## src/rtl/time_entry_ctrl.sv

```systemverilog
// Time-entry controller: collects up to four keypad digits (HH:MM), validates
// them on a set_time/set_alarm strobe and hands the committed digits to the
// time counter or the alarm register with a one-cycle load pulse.
module time_entry_ctrl #(
   parameter int TIMEOUT_SEC = 10
) (
   input  logic       clk,
   input  logic       reset,
   input  logic       one_second,
   input  logic       key_valid,
   input  logic [3:0] key_code,
   input  logic       set_time,
   input  logic       set_alarm,
   output logic [3:0] new_current_time_ms_hr,
   output logic [3:0] new_current_time_ls_hr,
   output logic [3:0] new_current_time_ms_min,
   output logic [3:0] new_current_time_ls_min,
   output logic       load_new_c,
   output logic       load_new_a,
   output logic       entry_active,
   output logic       entry_error
);

   // Wide enough to hold TIMEOUT_SEC; at least one bit for degenerate settings.
   localparam int TW = (TIMEOUT_SEC < 1) ? 1 : $clog2(TIMEOUT_SEC + 1);

   typedef enum logic [1:0] {
      S_IDLE,
      S_ENTRY,
      S_COMMIT
   } state_e;

   state_e            state_q,        state_d;
   logic [3:0][3:0]   buf_q,          buf_d;          // [3]=ms_hr .. [0]=ls_min
   logic [TW-1:0]     timer_q,        timer_d;
   logic [15:0]       digits_q,       digits_d;
   logic              alarm_q,        alarm_d;        // pending commit targets alarm
   logic              load_c_q,       load_c_d;
   logic              load_a_q,       load_a_d;
   logic              err_q,          err_d;
   logic              entry_active_q, entry_active_d;

   logic key_is_digit;
   logic commit_req;
   logic buf_valid;

   assign key_is_digit = key_valid && (key_code <= 4'd9);
   assign commit_req   = set_time || set_alarm;

   // Buffer holds a legal 24-hour time (00:00 .. 23:59).
   assign buf_valid = (buf_q[3] <= 4'd2) &&
                      (buf_q[2] <= 4'd9) &&
                      !((buf_q[3] == 4'd2) && (buf_q[2] > 4'd3)) &&
                      (buf_q[1] <= 4'd5) &&
                      (buf_q[0] <= 4'd9);

   // Next-state logic: commit beats key, key beats the one-second tick.
   always_comb begin
      // NOTE: every signal gets a default here so no path leaves it unassigned and infers a latch.
      state_d  = state_q;
      buf_d    = buf_q;
      timer_d  = timer_q;
      digits_d = digits_q;
      alarm_d  = alarm_q;
      load_c_d = 1'b0;
      load_a_d = 1'b0;
      err_d    = 1'b0;

      case (state_q)
         S_IDLE: begin
            if (key_is_digit) begin
               buf_d   = {12'h000, key_code};
               timer_d = '0;
               state_d = S_ENTRY;
            end
         end

         S_ENTRY: begin
            if (commit_req) begin
               if (buf_valid) begin
                  digits_d = buf_q;
                  alarm_d  = !set_time;          // set_time wins a tie
                  state_d  = S_COMMIT;
               end else begin
                  state_d  = S_IDLE;
                  buf_d    = '0;
                  timer_d  = '0;
                  err_d    = 1'b1;
               end
            end else if (key_is_digit) begin
               buf_d   = {buf_q[2:0], key_code};
               timer_d = '0;
            end else if (one_second) begin
               if (timer_q == TW'(TIMEOUT_SEC - 1)) begin
                  state_d = S_IDLE;
                  buf_d   = '0;
                  timer_d = '0;
                  err_d   = 1'b1;
               end else begin
                  timer_d = timer_q + TW'(1);
               end
            end
         end

         S_COMMIT: begin
            load_c_d = !alarm_q;
            load_a_d = alarm_q;
            state_d  = S_IDLE;
            buf_d    = '0;
            timer_d  = '0;
         end

         default: begin
            state_d = S_IDLE;
            buf_d   = '0;
            timer_d = '0;
         end
      endcase

      entry_active_d = (state_d == S_ENTRY);
   end

   // State, buffer, timer and every output are registered here.
   always_ff @(posedge clk or posedge reset) begin
      if (reset) begin
         state_q        <= S_IDLE;
         buf_q          <= '0;
         timer_q        <= '0;
         digits_q       <= '0;
         alarm_q        <= 1'b0;
         load_c_q       <= 1'b0;
         load_a_q       <= 1'b0;
         err_q          <= 1'b0;
         entry_active_q <= 1'b0;
      end else begin
         // NOTE: non-blocking assignments so every flop samples pre-edge values.
         state_q        <= state_d;
         buf_q          <= buf_d;
         timer_q        <= timer_d;
         digits_q       <= digits_d;
         alarm_q        <= alarm_d;
         load_c_q       <= load_c_d;
         load_a_q       <= load_a_d;
         err_q          <= err_d;
         entry_active_q <= entry_active_d;
      end
   end

   assign new_current_time_ms_hr  = digits_q[15:12];
   assign new_current_time_ls_hr  = digits_q[11:8];
   assign new_current_time_ms_min = digits_q[7:4];
   assign new_current_time_ls_min = digits_q[3:0];
   assign load_new_c              = load_c_q;
   assign load_new_a              = load_a_q;
   assign entry_active            = entry_active_q;
   assign entry_error             = err_q;

endmodule

```

## config.mk

```make
export PLATFORM = sky130hd
export DESIGN_NAME = time_entry_ctrl
export DESIGN_NICKNAME = d
export VERILOG_FILES = /design/src/rtl/time_entry_ctrl.sv
export SDC_FILE = /design/constraint.sdc
export NUM_CORES = 1
export LEC_CHECK = 0
export CORE_ASPECT_RATIO = 0.8
export CORE_MARGIN = 2
export CORE_UTILIZATION = 50
export CTS_BUF_LIST = sky130_fd_sc_hd__clkbuf_8
export CTS_CLUSTER_SIZE = 8
export DETAILED_ROUTE_END_ITERATION = 12
export GPL_ROUTABILITY_DRIVEN = 0
export GPL_TIMING_DRIVEN = 0
export PLACE_DENSITY = 0.75
export SLEW_MARGIN = 20
export SYNTH_ARGS = -nofsm -noshare
export SYNTH_HDL_FRONTEND = slang
export SYNTH_SLANG_ARGS = --single-unit
```

## constraint.sdc

```tcl
create_clock -name clk -period 2.5 [get_ports clk]
set_input_delay 0.25 -clock clk [delete_from_list [all_inputs] [get_ports clk]]
set_output_delay 0.25 -clock clk [all_outputs]
set_load 0.01 [all_outputs]
```

* Word-level counts from Yosys, hierarchy flattened
Index checks and enable logic that the tools add are counted.
** Word-level totals
- Memories :: 0
- Memory bits (writable) :: 0
- Bits in read-only memories :: 0
- Logic and storage cells :: 71
- Latch bits :: 0
- Register bits :: 43
- Input port bits :: 10
- Output and inout port bits :: 20
** Operators by class
- Mux-type cells :: 29
- Shifts and indexed selects :: 0
- Multipliers :: 0
- Bitwise operators :: 0
- $add $sub $neg :: 1
- Div/mod/pow operators :: 0
- Reductions and logical operators :: 14
- Eq/ne operators :: 9
- $lt $le $gt $ge :: 6
** Operator list (number)
- 16-bit 2-to-1 mux :: 6
- 16-bit case mux with 2 select lines :: 1
- 4-bit 2-to-1 mux :: 6
- 4-bit <= comparator, second input constant :: 3
- 2-bit 2-to-1 mux :: 6
- 1-bit 2-to-1 mux :: 8
- 4-bit inequality test, second input constant :: 2
- 4-bit case mux with 2 select lines :: 1
- 1-bit logical AND :: 6
- 3-bit AND reduction :: 2
- 4-bit by 1-bit adder with 4-bit output, second input constant :: 1
- 2-bit by 1-bit == test with 1-bit output, second input constant :: 2
- 4-bit by 2-bit == test with 1-bit output, second input constant :: 1
- 4-bit == test, second input constant :: 1
- 4-bit by 2-bit greater-than comparator with 1-bit output, second input constant :: 1
- 4-bit by 2-bit <= comparator with 1-bit output, second input constant :: 1
- 4-bit by 3-bit <= comparator with 1-bit output, second input constant :: 1
- 2-bit case mux with 2 select lines :: 1
- 4-bit AND reduction :: 1
- 1-bit zero test :: 3
- 3-bit inequality test, second input constant :: 1
- 2-bit == test, second input constant :: 1
- 2-bit zero test :: 1
- 2-bit inequality test, second input constant :: 1
- 1-bit logical OR :: 1

* Logic depth before layout (Yosys ltp)
Gate-level depths: netlist of the first run.
- Word-level depth :: 10
- Gate-level depth with buffers :: 7
- Mapped depth without buffers :: 6

* Least setup slack after synthesis of the first run
Ideal clock, no wire load.
- Path kind :: register to register
- From :: register buf_q[5] in the netlist's numbering
- To :: register digits_q[0]
- Required time :: 2.373 ns
- Period minus slack after synthesis :: 2.135 ns
- Cell stages (with the launch flop) :: 7
- Arrival :: 2.008 ns
- Buffers on the path :: 2
- Setup slack :: 0.365 ns
- Path through :: dfrtp_1 a2111o_1 or4_4 buf_6 nor2_8 buf_6 mux2_1
** Between the ends
- Word-level cells in the longest chain between the ends :: 4
** Ends and longest elaborated chain
- from (decl) :: RTL line 34 : logic [3:0][3:0] buf_q, buf_d;
- from (signal assigned) :: RTL line 138 : buf_q <= buf_d;
- 4-bit by 3-bit <= comparator with 1-bit output :: RTL line 54 : (buf_q[1] <= 4'd5) &&
- 1-bit logical AND :: RTL line 53 : !((buf_q[3] == 4'd2) && (buf_q[2] > 4'd3)) &&
- 1-bit logical AND :: RTL line 54
- 3-bit AND reduction (no line)
- to (signal assigned) :: RTL line 140 : digits_q <= digits_d;
- to (decl) :: RTL line 36 : logic [15:0] digits_q, digits_d;
No other way between the ends.
A chain may end at the register's enable or synchronous reset.

* Final worst setup path of the first run
- From :: register buf_q[5] in the netlist's numbering
- To :: register digits_q[3]
The elaborated chain is that of the path after synthesis.

==> results of run 1 <==
## placed cells by master (no fill, tap or decap), types with 4 or more instances in the layout
master,instances
a22o_1,13
clkbuf_8,5
clkdlybuf4s50_1,29
dfrtp_1,43
inv_1,8
mux2_1,6
mux2_2,7
mux2i_1,5
nand2_1,4
nor2b_1,4
o21ai_0,6
## through the flow
step	hold slack [ns]	cells	util	cell area [µm²]
4_1_cts	0.248	219	0.664	2310
2_1_floorplan	0.347	140	-	1840
3_3_place_gp	0.434	211	0.629	2180
5_1_grt	0.267	219	0.664	2310
3_5_place_dp	0.443	212	0.635	2200
6_report	0.230	219	0.664	2310
## kinds of logic after synthesis
kind of cell / after synthesis / share of synthesized area
AO/OA/AOI/OAI: 37 / 0.157
XOR/XNOR: 1 / 0.00476
adder cells (fa/ha/maj): 2 / 0.0136
buffers and inverters: 13 / 0.0408
flip-flops: 43 / 0.585
multiplexers: 18 / 0.107
AND/OR/NAND/NOR: 26 / 0.0925
## critical path: stages, from the launching register on
cell and delay (ns):
dfrtp_1 0.42, a2111o_1 0.45, or4_4 0.49, buf_6 0.16, nor2_8 0.16, buf_6 0.18, mux2_1 0.32
## flip-flops by register name, indices dropped and copies added (netlist names)
signal / flops
timer_q: 4
buf_q: 16
alarm_q: 1
load_new_c: 1
entry_active: 1
state_q: 2
load_new_a: 1
entry_error: 1
digits_q: 16
## worst paths after layout
check / slack [ns] / to / depth (start not counted)
max: 0.20 / digits_q[3] / 6
min: 0.23 / alarm_q / 2
max reg2reg: 0.20 / digits_q[3] / 6
min reg2reg: 0.46 / load_new_c / 1
max in group asynchronous: 1.82 / buf_q[3] / 3
min in group clk: 0.46 / load_new_c / 1
## power by group through the flow
stage               clock network, mW  logic, mW  registers, mW
global placement                    0      0.664          0.900
finish                          0.516      0.682          0.891
detailed placement                  0      0.682          0.904
CTS                             0.524      0.687          0.892
floorplan                           0      0.451          0.907
global route                    0.561      0.746          0.911
## layer usage
metal  routed length, µm  track usage  vias to the layer above
met3                 149       0.0661                        6
met4                  36       0.0485                        0
met5                   0            0                        -
met2                1520        0.283                       27
met1                1750        0.262                      598
li1                    -            -                      585
## layout make-up
type | instances | area (µm²)
Buffer | 5 | 45.0
Clock buffer | 5 | 68.8
Clock inverter | 2 | 33.8
Fill cell | 256 | 1160
Inverter | 8 | 30.0
Multi-Input combinational cell | 84 | 689
Sequential cell | 43 | 1080
Tap cell | 42 | 52.6
Timing Repair Buffer | 30 | 310
==> impl_metrics.csv, run 1 <==
group,metric,value,unit
pwr,total_power,2.09,mW
clock_tree,postCtsHoldBufs,0,
global_routing,grtUsageTotal,0.188,
pwr,p_sw_frac,0.310,
clock_tree,cts_tree,"built",
pwr,ir_drop,628,µV
pwr,p_leak,1.06,nW
drt,routed_via_density,5.55,
setup_path,reg2reg_from,"buf_q[5]",
timing,finalHoldViolCount,0,
global_routing,grt_pass1_wl,5910,µm
setup_path,crit_arrival,2.48,ns
global_routing,grt_max_degree,34,
drt,drt_iter0_drc,96,
setup_path,crit_path_end_kind,"flip-flop",
yosys,synth_top_area_cell,"dfrtp_1",
drt,num_vias,1216,
job,max-cap-violations,0,
pwr,p_seq_frac,0.427,
yosys,synth_edf_count,0,
floorplanning,dieArea,4190,µm²
setup_path,crit_type,"reg -> reg",
setup_path,worstSetupStartpoint,"buf_q[5]",
clock_tree,clk_path_buf_depth,2,
clock_tree,cts-htree-levels,2,
layout,nets,189,
min_path,hold_class,"in -> async",
yosys,ys_async_sr_fraction,1.00,
drt,ant_nets,0,
yosys,syn_nets,152,
outcome,outcome,"finished, final reports clean",
yosys,yosys.area.top_type_share,0.585,
global_routing,grt_antenna_before_repair,0,
drt,wl,3460,µm
clock_tree,cts-resized-gates,0,
yosys,syn_area_per_cell,13.1,µm²
place,dp_slack,0.0195,ns
timing,fmax,435,MHz
clock_tree,numCtsBuffers,5,
yosys,syn_area,1840,µm²
timing,maxSlewViolCount,0,
layout,layout-drive-gt1-share,0.119,
clock_tree,post_cts_buffers,0,
place,dp_hpwl,2380,µm
timing,rsz0062_at_grt,"false",
drt,dr.pass1.iters,4,
timing,setup_ws,0.199,ns
yosys,synthTopCellsByCount,"43 x dfrtp_1, 13 x a22o_1, 8 x inv_1, 7 x mux2_2",
pwr,comb_power_share,0.326,
timing,worst_pin_slew,0.606,ns
pwr,p_int,1.44,mW
timing,tns,0,ns
place,portBuffers,29,
yosys,synth-main-ff-cell,"dfrtp_1",
setup_path,critPathLaunchType,"flip-flop",
yosys,synth_cell_type_count,37,
timing,fin_skew,0.00682,ns
yosys,ys_seq_elements,43,
clock_tree,clk_latency,0.29,ns
global_routing,grt_overflow,0,
setup_path,critPathMaxFanout,10,
drt,wl_per_cell,15.8,µm
pwr,clock_power_share,0.247,
yosys,synth.area.top_cells,"dfrtp_1 58%, a22o_1 6.2%, mux2_2 4.3%",
timing,period_share,0.921,
timing,slew_headroom,0.590,
pwr,power.density,906,nW/µm²
layout,syn_to_final_growth,25.3,%
yosys,syn_inst,140,
drt,drc,0,
timing,setup_viol,0,
global_routing,grt_pass1_vias,1216,
floorplanning,die_w,71.8,µm
yosys,yosys_warnings,0,
floorplanning,io_pins,30,
setup_path,required,2.67,ns
layout,antenna_cells,0,
clock_tree,cts_root_buffer,"clkbuf_8",
clock_tree,clkSinkCount,43,
yosys,synth_most_common_cell,"dfrtp_1",
yosys,ys_seq_area_frac,0.585,
clock_tree,clkSlewWorstSetupHoldPaths,0.08,ns
floorplanning,coreArea,3470,µm²
floorplanning,initial_core_util,0.530,
floorplanning,die_h,58.3,µm
pwr,switching_power,0.648,mW
floorplanning,rows,19,
timing,period_needed,2.30,ns
(Power assumes the default switching activity.)
==> run 2, diff against run 1 <==
--- a/config.mk
+++ b/config.mk
@@ -5,15 +5,17 @@
 export SDC_FILE = /design/constraint.sdc
 export NUM_CORES = 1
 export LEC_CHECK = 0
+export CELL_PAD_IN_SITES_DETAIL_PLACEMENT = 1
+export CELL_PAD_IN_SITES_GLOBAL_PLACEMENT = 1
 export CORE_ASPECT_RATIO = 0.8
 export CORE_MARGIN = 2
-export CORE_UTILIZATION = 50
+export CORE_UTILIZATION = 44
 export CTS_BUF_LIST = sky130_fd_sc_hd__clkbuf_8
 export CTS_CLUSTER_SIZE = 8
 export DETAILED_ROUTE_END_ITERATION = 12
 export GPL_ROUTABILITY_DRIVEN = 0
 export GPL_TIMING_DRIVEN = 0
-export PLACE_DENSITY = 0.75
+export PLACE_DENSITY_LB_ADDON = 0.1
 export SLEW_MARGIN = 20
 export SYNTH_ARGS = -nofsm -noshare
 export SYNTH_HDL_FRONTEND = slang
==> run 2 against run 1 <==
Clock power fell by 19%. First-iteration DRC count fell by 14%. Register-to-register slack got worse by 0.02 ns. Largest cell class unchanged. Flip-flop and latch count did not move. Die area rose by 13%. Maximum frequency fell by 0.68%. Wire length rose by 10%.
==> impl_metrics.csv, run 2 (synthesis results as in run 1) <==
group,metric,value,unit
drt,drt_iter0_drc,83,
clock_tree,cts-resized-gates,0,
layout,syn_to_final_growth,25.2,%
global_routing,grt_antenna_before_repair,0,
setup_path,crit_type,"reg -> reg",
drt,drc,0,
clock_tree,postCtsHoldBufs,0,
global_routing,grt_pass1_wl,6330,µm
floorplanning,rows,21,
timing,maxSlewViolCount,0,
timing,tns,0,ns
layout,mostFrequentLayoutCells,"43 x dfrtp_1, 29 x clkdlybuf4s50_1, 13 x a22o_1",
outcome,outcome,"finished, final reports clean",
place,dp_hpwl,2730,µm
setup_path,crit_path_end_kind,"flip-flop",
layout,largestRegisters,"buf_q: 16 flops, digits_q: 16 flops, timer_q: 4 flops",
pwr,p_leak,1.06,nW
clock_tree,clk_latency,0.30,ns
clock_tree,cts-htree-levels,2,
min_path,hold_class,"in -> async",
global_routing,grt_max_degree,32,
drt,ant_nets,0,
clock_tree,numCtsBuffers,5,
drt,dr.pass1.iters,4,
clock_tree,cts_tree,"built",
timing,slew_headroom,0.581,
timing,period_needed,2.32,ns
job,max-cap-violations,0,
setup_path,critPathLaunchType,"flip-flop",
timing,worst_pin_slew,0.620,ns
global_routing,grt_pass1_vias,1268,
floorplanning,die_h,61.9,µm
setup_path,required,2.67,ns
layout,antenna_cells,0,
floorplanning,io_pins,30,
timing,fmax,432,MHz
timing,period_share,0.927,
clock_tree,cts_root_buffer,"clkbuf_8",
timing,rsz0062_at_grt,"false",
place,place_inst,227,
layout,layout-drive-gt1-share,0.118,
drt,wl,3810,µm
clock_tree,clkSinkCount,43,
drt,routed_via_density,5.33,
layout,mostFrequentLayoutCell,"dfrtp_1",
floorplanning,dieArea,4720,µm²
place,portBuffers,29,
layout,num-fill-cells,432,
setup_path,worstRegToRegCells,6,
layout,stdcell_count,235,
floorplanning,initial_core_util,0.449,
timing,fin_skew,0.0135,ns
pwr,ir_drop,448,µV
clock_tree,clk_path_buf_depth,2,
floorplanning,die_w,76.3,µm
setup_path,crit_arrival,2.49,ns
layout,nets,189,
setup_path,critPathMaxFanout,10,
timing,setup_viol,0,
floorplanning,coreArea,4100,µm²
drt,num_vias,1253,
timing,finalHoldViolCount,0,
clock_tree,post_cts_buffers,0,
global_routing,grt_overflow,0,
drt,wl_per_cell,16.2,µm
clock_tree,clkSlewWorstSetupHoldPaths,0.09,ns
global_routing,grtUsageTotal,0.174,
layout,post-route-util,0.562,
pwr,power.density,870,nW/µm²
-- run 2: cell types whose count changed in the layout (fill, tap and decap cells not counted), sizes merged --
cell    change
clkinv      +1
bufinv      -1
inv         +1
-- run 2: stage by stage --
stage	hold WS, ns	setup WS (ns)	cell area [µm²]	total power [mW]
4_1_cts	0.235	0.155	2300	2.03
3_3_place_gp	0.438	0.0345	2200	1.57
6_report	0.223	0.183	2300	2.00
3_5_place_dp	0.448	0.0402	2220	1.61
5_1_grt	0.251	0.0817	2300	2.14
2_1_floorplan	0.347	0.365	1840	1.36
-- run 2: area by class of cell --
| class | count | area [µm²] | area share |
|---|---|---|---|
| multi-input combinational | 84 | 689 | 0.299 |
| tap | 57 | 71.3 | 0.0310 |
| clock buffer | 5 | 68.8 | 0.0299 |
| clock inverter | 3 | 12.5 | 0.00543 |
| inverter | 8 | 30.0 | 0.0130 |
| sequential | 43 | 1080 | 0.467 |
| buffer | 5 | 45.0 | 0.0196 |
| timing repair buffer | 30 | 310 | 0.135 |
-- run 2: path summary, 6_finish.rpt --
path | to | slack (ns) | from
max | digits_q[3] | 0.18 | buf_q[5]
min | entry_active | 0.22 | reset
max reg2reg | digits_q[3] | 0.18 | buf_q[5]
min reg2reg | load_new_c | 0.46 | alarm_q
max in group asynchronous | digits_q[8] | 1.81 | reset
min in group clk | load_new_c | 0.46 | alarm_q
-- run 2: where the power goes --
part | total, mW | switching (mW) | internal [mW]
Clock | 0.418 | 0.230 | 0.188
Sequential | 0.900 | 0.0967 | 0.803
Combinational | 0.686 | 0.337 | 0.349
-- run 2: worst max-delay path, stage by stage (launching register included) --
cell	delay, ns
dfrtp_1	0.43
a2111o_1	0.45
or4_4	0.49
buf_6	0.16
nor2_8	0.16
buf_6	0.18
mux2_1	0.32
-- run 2: per-layer routing --
metal	vias up	wire length [µm]	GRT usage	part of all wire
met2	33	1750	0.281	0.46
li1	584	-	-	-
met5	-	0	0	0
met1	629	1840	0.240	0.48
met3	7	162	0.0434	0.043
met4	0	48	0.0545	0.013
